<file path="src/rtl/regfile_pkg.sv">
// Shared constants and helpers for the parametrised register file.
package regfile_pkg;

   localparam int unsigned DEF_DATA_W   = 32;
   localparam int unsigned DEF_NUM_REGS = 32;

   // Register-zero handling
   localparam int unsigned ZERO_REG_OFF = 0;
   localparam int unsigned ZERO_REG_ON  = 1;

   // Read-port behaviour while its enable is low
   localparam int unsigned RD_HOLD_ZERO = 0;
   localparam int unsigned RD_HOLD_KEEP = 1;

   // Address width for a register file of n entries (n >= 2)
   function automatic int unsigned calc_aw(input int unsigned n);
      return (n <= 2) ? 1 : $clog2(n);
   endfunction

endpackage

</file>
<file path="src/rtl/mp_regfile_if.sv">
// Packed write/read bus between the pipeline stages and the register file.
interface mp_regfile_if
   import regfile_pkg::*;
#(
   parameter int unsigned DATA_W   = DEF_DATA_W,
   parameter int unsigned NUM_REGS = DEF_NUM_REGS,
   parameter int unsigned NUM_RD   = 2,
   parameter int unsigned NUM_WR   = 2
);
   localparam int unsigned AW = calc_aw(NUM_REGS);

   logic [NUM_WR-1:0]        we;
   logic [NUM_WR*AW-1:0]     waddr;
   logic [NUM_WR*DATA_W-1:0] wdata;
   logic [NUM_RD-1:0]        re;
   logic [NUM_RD*AW-1:0]     raddr;
   logic [NUM_RD*DATA_W-1:0] rdata;
   logic [NUM_RD-1:0]        rvalid;

   // Pipeline side: issues writes and read requests
   modport master (
      output we, waddr, wdata, re, raddr,
      input  rdata, rvalid
   );

   // Register file side
   modport slave (
      input  we, waddr, wdata, re, raddr,
      output rdata, rvalid
   );
endinterface

</file>
<file path="src/rtl/rf_read_port.sv">
// One registered read port: zero / out-of-range / bypass / storage select.
module rf_read_port
   import regfile_pkg::*;
#(
   parameter int unsigned DATA_W   = DEF_DATA_W,
   parameter int unsigned NUM_REGS = DEF_NUM_REGS,
   parameter int unsigned NUM_WR   = 2,
   parameter int unsigned ZERO_REG = ZERO_REG_ON,
   parameter int unsigned RD_HOLD  = RD_HOLD_ZERO,
   parameter int unsigned AW       = calc_aw(NUM_REGS)
) (
   input  logic                     clk,
   input  logic                     rst,
   input  logic                     re_i,
   input  logic [AW-1:0]            raddr_i,
   input  logic [DATA_W-1:0]        rmem_i,
   input  logic [NUM_WR-1:0]        wact_i,
   input  logic [NUM_WR*AW-1:0]     waddr_i,
   input  logic [NUM_WR*DATA_W-1:0] wdata_i,
   output logic [DATA_W-1:0]        rdata_o,
   output logic                     rvalid_o
);

   logic [DATA_W-1:0] rdata_q, rdata_d;
   logic              rvalid_q;

   // Next read data; later write ports override earlier ones on a bypass hit
   always_comb begin
      rdata_d = rdata_q;
      if (re_i) begin
         if ((ZERO_REG != 0) && (raddr_i == '0)) begin
            rdata_d = '0;
         end else if (32'(raddr_i) >= NUM_REGS) begin
            rdata_d = '0;
         end else begin
            rdata_d = rmem_i;
            for (int i = 0; i < int'(NUM_WR); i++) begin
               if (wact_i[i] && (waddr_i[i*AW +: AW] == raddr_i)) begin
                  rdata_d = wdata_i[i*DATA_W +: DATA_W];
               end
            end
         end
      end else if (RD_HOLD == RD_HOLD_ZERO) begin
         rdata_d = '0;
      end
   end

   // Output registers, cleared asynchronously
   always_ff @(posedge clk or negedge rst) begin
      if (!rst) begin
         rdata_q  <= '0;
         rvalid_q <= 1'b0;
      end else begin
         rdata_q  <= rdata_d;
         rvalid_q <= re_i;
      end
   end

   assign rdata_o  = rdata_q;
   assign rvalid_o = rvalid_q;

endmodule

</file>
<file path="src/rtl/mp_regfile.sv">
// Multi-port register file: flop storage, write ports, NUM_RD registered reads.
module mp_regfile
   import regfile_pkg::*;
#(
   parameter int unsigned DATA_W   = DEF_DATA_W,
   parameter int unsigned NUM_REGS = DEF_NUM_REGS,
   parameter int unsigned NUM_RD   = 2,
   parameter int unsigned NUM_WR   = 2,
   parameter int unsigned ZERO_REG = ZERO_REG_ON,
   parameter int unsigned RD_HOLD  = RD_HOLD_ZERO
) (
   input  logic         clk,
   input  logic         rst,
   mp_regfile_if.slave  bus
);

   localparam int unsigned AW = calc_aw(NUM_REGS);

   logic [DATA_W-1:0]        mem_q [NUM_REGS];
   logic [NUM_WR-1:0]        wact_c;
   logic [NUM_RD*DATA_W-1:0] rdata_all;
   logic [NUM_RD-1:0]        rvalid_all;

   // Qualify writes: in range and not targeting a hardwired zero register
   always_comb begin
      logic [AW-1:0] wa;
      wact_c = '0;
      wa     = '0;
      for (int i = 0; i < int'(NUM_WR); i++) begin
         wa = bus.waddr[i*AW +: AW];
         if (bus.we[i] && (32'(wa) < NUM_REGS) &&
             !((ZERO_REG != 0) && (wa == '0))) begin
            wact_c[i] = 1'b1;
         end
      end
   end

   // Storage update; highest-index port wins on an address collision
   always_ff @(posedge clk or negedge rst) begin
      if (!rst) begin
         for (int k = 0; k < int'(NUM_REGS); k++) begin
            mem_q[k] <= '0;
         end
      end else begin
         for (int i = 0; i < int'(NUM_WR); i++) begin
            if (wact_c[i]) begin
               mem_q[bus.waddr[i*AW +: AW]] <= bus.wdata[i*DATA_W +: DATA_W];
            end
         end
      end
   end

   // Read ports
   for (genvar j = 0; j < int'(NUM_RD); j++) begin : g_rd
      logic [AW-1:0]     ra;
      logic [DATA_W-1:0] rmem;

      assign ra   = bus.raddr[j*AW +: AW];
      assign rmem = (32'(ra) < NUM_REGS) ? mem_q[ra] : '0;

      rf_read_port #(
         .DATA_W   (DATA_W),
         .NUM_REGS (NUM_REGS),
         .NUM_WR   (NUM_WR),
         .ZERO_REG (ZERO_REG),
         .RD_HOLD  (RD_HOLD),
         .AW       (AW)
      ) u_rd (
         .clk      (clk),
         .rst      (rst),
         .re_i     (bus.re[j]),
         .raddr_i  (ra),
         .rmem_i   (rmem),
         .wact_i   (wact_c),
         .waddr_i  (bus.waddr),
         .wdata_i  (bus.wdata),
         .rdata_o  (rdata_all[j*DATA_W +: DATA_W]),
         .rvalid_o (rvalid_all[j])
      );
   end

   assign bus.rdata  = rdata_all;
   assign bus.rvalid = rvalid_all;

endmodule

</file>
<file path="src/flat_wrapper.sv">
// flat-port wrapper written by rule: the top's interface ports become plain ports
module mp_regfile_flat import regfile_pkg::*;
#(
   parameter int unsigned DATA_W   = DEF_DATA_W,
   parameter int unsigned NUM_REGS = DEF_NUM_REGS,
   parameter int unsigned NUM_RD   = 2,
   parameter int unsigned NUM_WR   = 2,
   parameter int unsigned ZERO_REG = ZERO_REG_ON,
   parameter int unsigned RD_HOLD  = RD_HOLD_ZERO
)
  (clk, rst, bus_we, bus_waddr, bus_wdata, bus_re, bus_raddr, bus_rdata, bus_rvalid);
  mp_regfile_if #(.DATA_W(DATA_W), .NUM_REGS(NUM_REGS), .NUM_RD(NUM_RD), .NUM_WR(NUM_WR)) bus_i ();
  input  logic clk;
  input  logic rst;
  input wire logic [$bits(bus_i.we)-1:0] bus_we;
  input wire logic [$bits(bus_i.waddr)-1:0] bus_waddr;
  input wire logic [$bits(bus_i.wdata)-1:0] bus_wdata;
  input wire logic [$bits(bus_i.re)-1:0] bus_re;
  input wire logic [$bits(bus_i.raddr)-1:0] bus_raddr;
  output wire logic [$bits(bus_i.rdata)-1:0] bus_rdata;
  output wire logic [$bits(bus_i.rvalid)-1:0] bus_rvalid;
  assign bus_i.we = bus_we;
  assign bus_i.waddr = bus_waddr;
  assign bus_i.wdata = bus_wdata;
  assign bus_i.re = bus_re;
  assign bus_i.raddr = bus_raddr;
  assign bus_rdata = bus_i.rdata;
  assign bus_rvalid = bus_i.rvalid;
  mp_regfile #(.DATA_W(DATA_W), .NUM_REGS(NUM_REGS), .NUM_RD(NUM_RD), .NUM_WR(NUM_WR), .ZERO_REG(ZERO_REG), .RD_HOLD(RD_HOLD)) u_core (.clk(clk), .rst(rst), .bus(bus_i));
endmodule
</file>
<file path="config.mk">
export PLATFORM = sky130hd
export DESIGN_NAME = mp_regfile_flat
export DESIGN_NICKNAME = d
export VERILOG_FILES = /design/src/rtl/regfile_pkg.sv /design/src/rtl/mp_regfile_if.sv /design/src/rtl/rf_read_port.sv /design/src/rtl/mp_regfile.sv /design/src/flat_wrapper.sv
export SDC_FILE = /design/constraint.sdc
export NUM_CORES = 2
export LEC_CHECK = 0
export ABC_CLOCK_PERIOD_IN_PS = 3200
export BUFFER_PORTS_ARGS = -buffer_cell sky130_fd_sc_hd__buf_2
export CAP_MARGIN = 30
export CORE_MARGIN = 2
export CORE_UTILIZATION = 61
export CTS_BUF_LIST = sky130_fd_sc_hd__clkbuf_8 sky130_fd_sc_hd__clkbuf_16
export CTS_CLUSTER_DIAMETER = 50
export DETAILED_ROUTE_END_ITERATION = 10
export PLACE_DENSITY_LB_ADDON = 0.12
export SYNTH_ARGS = -nofsm -noshare
export SYNTH_HDL_FRONTEND = slang
export SYNTH_SLANG_ARGS = --single-unit
</file>
<file path="constraint.sdc">
create_clock -name clk -period 3.2 [get_ports clk]
set_input_delay 0.16 -clock clk [delete_from_list [all_inputs] [get_ports clk]]
set_output_delay 0.16 -clock clk [all_outputs]
set_load 0.03 [all_outputs]
</file>
## Word level (Yosys, flattened, before mapping)

Cells that the tools add are included.

| cells by class | value |
|---|---|
| bitwise operators | 4 |
| shift operators | 0 |
| magnitude comparators | 6 |
| divide/modulo/power cells | 0 |
| add/subtract/negate cells | 0 |
| reductions and logical operators | 14 |
| muxes and demuxes | 24 |
| equality and inequality tests | 4 |
| multiply operators | 0 |

Operator list:

| kind | count |
|---|---|
| bitwise mux 1024 bit | 2 |
| 2-to-1 mux 1024 bit | 2 |
| 2-to-1 mux 32 bit | 14 |
| binary-select mux 32 bit (select 5 bit) | 2 |
| demux 32 bit (select 5 bit) | 2 |
| >= comparator 6 bit, second input constant | 4 |
| inverter 5 -> 6 bit | 4 |
| == test 5 bit | 4 |
| logical NOT 5 bit | 4 |
| less-than comparator 6 x 1 -> 1 bit, second input constant | 2 |
| logical AND 1 bit | 8 |
| logical NOT 1 bit | 2 |
| 2-to-1 mux 1 bit | 2 |

| storage, ports and cells | value |
|---|---|
| memory bits (read-only) | 0 |
| latch bits | 0 |
| input bits | 90 |
| word-level logic and storage cells | 88 |
| memories | 0 |
| flip-flop bits (word level) | 1090 |
| RAM bits | 0 |

## Longest topological paths before layout

| depth | value |
|---|---|
| depth after elaboration | 9 |
| depth in mapped cells | 10 |

## Hierarchy

Synthesis repeated with hierarchy kept, for this count alone.

| unflattened totals | value |
|---|---|
| cells, all modules | 7447 |
| area total of the unflattened synthesis | 68634.6 µm² |

Modules (own cells, without submodules):

| module | area an instance (µm²) | instances | sequential area each (µm²) | cells an instance |
|---|---|---|---|---|
| mp_regfile | 64563.2 | 1 | 25624.6 | 7009 |
| rf_read_port | 2035.7 | 2 | 825.8 | 219 |

## Least setup slack after synthesis

OpenSTA, ideal clock, no wires.

| path | value |
|---|---|
| path type | input-to-reg |
| start | input bus_raddr[5] |
| end | register u_core.g_rd[1].u_rd.rdata_q[12] |
| slack | 1.126 ns |
| path buffers | 3 |
| required time | 3.065 ns |
| stages | 7 |
| arrival time | 1.939 ns |
| setup time | 0.135 ns |
| cells stage by stage | buf_2 buf_2 buf_2 mux4_2 a211o_1 nor4_1 o31ai_1 |

| between the ends | value |
|---|---|
| cells in the longest elaborated chain, start to end | 8 |
| elaborated cells on any way between the ends | 13 |

RTL lines:

| element | RTL line | source |
|---|---|---|
| from (decl) | flat_wrapper.sv:19 | `input wire logic [$bits(bus_i.raddr)-1:0] bus_raddr;` |
| inverter 5 -> 6 bit (not written as such) | mp_regfile.sv:59 | `assign rmem = (32'(ra) < NUM_REGS) ? mem_q[ra] : '0;` |
| binary-select mux 32 bit (select 5 bit) | mp_regfile.sv:59 |  |
| 2-to-1 mux 32 bit (not written as such) (2 in a row) | mp_regfile.sv:59 |  |
| 2-to-1 mux 32 bit (2 in a row) | rf_read_port.sv:38 | `if (wact_i[i] && (waddr_i[i*AW +: AW] == raddr_i)) begin` |
| 2-to-1 mux 32 bit (*) | rf_read_port.sv:31 | `if ((ZERO_REG != 0) && (raddr_i == '0)) begin` |
| 2-to-1 mux 32 bit (*) | rf_read_port.sv:30 | `if (re_i) begin` |
| net u_core.g_rd[1].u_rd.rdata_d[12] | rf_read_port.sv:24 | `logic [DATA_W-1:0] rdata_q, rdata_d;` |
| to (signal assigned) | rf_read_port.sv:54 | `rdata_q <= rdata_d;` |
| to (decl) | rf_read_port.sv:24 |  |

Mark *: on every way through the listed nets, which the timed path passes. The rest lies on a longest branch. The select of a mux whose other input is x is not followed.

## Worst setup path in the final report

| path | value |
|---|---|
| start | input bus_raddr[6] |
| end | register u_core.g_rd[1].u_rd.rdata_q[19] |

Same word-level chain as after synthesis.

==> results.json <==
{
  "status": "completed",
  "grt_pass1_wl_um": 380800,
  "seq_area_frac_synth_pct": 40.68,
  "io_buffers": 155,
  "fp-row-count": 121,
  "slew_violations": 0,
  "timing.max_slew.rel_slack_pct": 26.27,
  "cp_max_fo": 12,
  "initial_core_util_pct": 61.51,
  "post-route-period-util_pct": 92.88,
  "wl_um": 263100,
  "synth-async-reset-ratio_pct": 100.0,
  "grt_overflow": 0,
  "core_area_um2": 109000,
  "rsz0062_at_grt": "no",
  "wire_per_inst_um": 31.43,
  "fin_crit_ps": 2972,
  "syn_nets": 7156,
  "cts_buffers": 136,
  "synth_edf_count": 0,
  "hpwl_um": 154600,
  "worst_pin_slew_ps": 1106,
  "io_pins": 156,
  "total_power_mw": 47.51,
  "finalNetCount": 6927,
  "yosysUniqueCellTypes": 47,
  "ys.flop_type": "dfrtp_1",
  "place_inst": 8030,
  "leakage_nw": 34.68,
  "avgSynthCellArea_um2": 9.489,
  "ir_worst_vdd_v": 0.0005442,
  "cp.required_ps": 3890,
  "die-width_um": 335.5,
  "cts_buffer_depth": 3,
  "first_global_vias": 56330,
  "routabilityCongestion": 0.9462,
  "syn-cell-area_um2": 67050,
  "dr.pass1.iters": 9,
  "fmax_ghz": 0.3365,
  "final_area_um2": 75220,
  "drive_above_1_share_pct": 12.52,
  "track_usage_pct": 46.11,
  "arrival_ps": 3670,
  "cts.sink_count": 1090,
  "layout_common_cells": "1662 x mux2i_1, 1090 x dfrtp_1, 718 x a21oi_1",
  "placedInstanceArea_um2": 69520,
  "crit_path_start_kind": "primary input",
  "final_cells": 8373,
  "cap_violations": 0,
  "die_area_um2": 112600,
  "clkTransAtPathRegs_ps": 60,
  "setup_viol": 0,
  "cellPowerDensity_nw_per_um2": 631.7,
  "setup_tns_ps": 0,
  "clock_latency_ps": 770,
  "post-route-util_pct": 69.00,
  "crit_type": "in -> reg",
  "drt_iter0_drc": 8954,
  "vias": 59220,
  "areaGrowthSynthToFinish_pct": 12.18,
  "ant_nets": 0,
  "syn_inst": 7066,
  "fill_cells": 8319,
  "root_buffer": "clkbuf_16",
  "antenna_found_initial": 20,
  "worstHoldPathType": "in -> reg",
  "cts_tree": "yes",
  "die_h_um": 335.5,
  "vias_per_cell": 7.073,
  "endpoint_kind": "register",
  "yosysWarnings": 0,
  "grt_max_degree": 127,
  "final_common_cell": "mux2i_1",
  "ys_seq_elements": 1090,
  "finalClockSkew_ps": 28.34,
  "hold_viol_final": 0,
  "route.detailed.drc": 0,
  "ctsHtreeMaxLevel": 4
}
==> cells by family after synthesis <==
logic type / Yosys count / synth area share [%]
buffers and inverters: 840 / 5.122
flip-flops: 1090 / 40.68
XOR/XNOR: 20 / 0.2613
AND/OR/NAND/NOR: 1608 / 10.08
multiplexers: 1794 / 29.14
AO/OA/AOI/OAI: 1714 / 14.72
==> synth_stat cells, types with 7 or more instances <==
library cell  instances  area (µm²)
a22oi_1             250        1877
o31ai_1              64       480.5
nor4_2               27       337.8
a21oi_1             718        3593
clkbuf_1            546        2049
xor2_1               17       148.9
dfrtp_1            1090       27280
nand3b_1              7       52.55
a211o_1              62       543.0
nor4_1               35       219.0
o22ai_1             190        1189
mux2i_1            1662       16640
nor2_1              732        2748
nand2_1             653        2451
buf_1                96       360.4
clkbuf_2             25       125.1
o21ai_0             420        2102
nand3_1              37       185.2
buf_2               164       820.8
nor2b_1              73       456.7
mux4_2              126        2838
==> stage by stage <==
step	worst slack (ps)	hold WS [ps]
after floorplan	1126	-135.6
after global placement	592.6	171.9
after detailed placement	494.5	173.0
after CTS	490.5	2.199
after global routing	198.6	47.38
final	227.8	34.58
==> power breakdown <==
group | switching (mW) | total [mW] | internal (mW)
Combinational | 5.63 | 10.9 | 5.23
Clock | 6.52 | 16.4 | 9.91
Sequential | 2.94 | 20.2 | 17.3
==> worst max-delay path, stage by stage <==
cell           delay, ps
dlygate4sd3_1        600
buf_2                300
nor2b_1              410
nand2_2              510
buf_4                350
o22ai_1              210
a211o_1              170
nor4_1                50
o31ai_1              290
dlygate4sd3_1        600
==> layer usage <==
| metal | vias up | GRT usage [%] | routed length, µm |
|---|---|---|---|
| met3 | 1125 | 18.01 | 37540 |
| met4 | 26 | 27.23 | 17870 |
| met2 | 4322 | 64.98 | 110000 |
| li1 | 24840 | - | - |
| met5 | - | 0.3040 | 170 |
| met1 | 28910 | 60.01 | 97580 |
==> what timing repair did <==
| item | in CTS | in global routing |
|---|---|---|
| gates resized for setup | 0 | 0 |
| buffers inserted | 0 | 0 |
| endpoints found under the hold margin | 1321 | 0 |
| hold buffers | 80 | 0 |
==> sequential cells by signal (all words and copies together), names as in the netlist <==
| name | count |
|---|---|
| u_core.g_rd.u_rd.rdata_o | 64 |
| u_core.mem_q | 1024 |
| u_core.g_rd.u_rd.rvalid_o | 2 |
==> cell type report <==
| class | instances | area, µm² | share of cell area, % |
|---|---|---|---|
| Inverter | 2 | 7.507 | 0.009981 |
| Timing Repair Buffer | 471 | 4419 | 5.875 |
| Tap cell | 1414 | 1769 | 2.352 |
| Clock inverter | 81 | 859.6 | 1.143 |
| Multi-Input combinational cell | 5136 | 36910 | 49.07 |
| Antenna cell | 10 | 25.02 | 0.03327 |
| Clock buffer | 169 | 3948 | 5.248 |
| Sequential cell | 1090 | 27280 | 36.26 |
==> path summary, 6_finish.rpt <==
| path | start | end | slack (ps) | cells past startpoint |
|---|---|---|---|---|
| worst max-delay path | bus_raddr[6] | u_core.g_rd[1].u_rd.rdata_o[19]$_DFF_PN0_ | 230 | 10 |
| worst min-delay path | bus_wdata[4] | u_core.g_rd[0].u_rd.rdata_o[4]$_DFF_PN0_ | 30 | 3 |
| worst max register to register | u_core.mem_q[15]$_DFF_PN0_ | u_core.g_rd[0].u_rd.rdata_o[15]$_DFF_PN0_ | 900 | 5 |
| worst min register to register | u_core.mem_q[1001]$_DFF_PN0_ | u_core.mem_q[1001]$_DFF_PN0_ | 400 | 0 |
| max in group asynchronous | rst | u_core.mem_q[223]$_DFF_PN0_ | 1520 | 5 |
| min in group asynchronous | rst | u_core.mem_q[318]$_DFF_PN0_ | 530 | 3 |
Note: power is estimated with default switching activity, not from simulation.
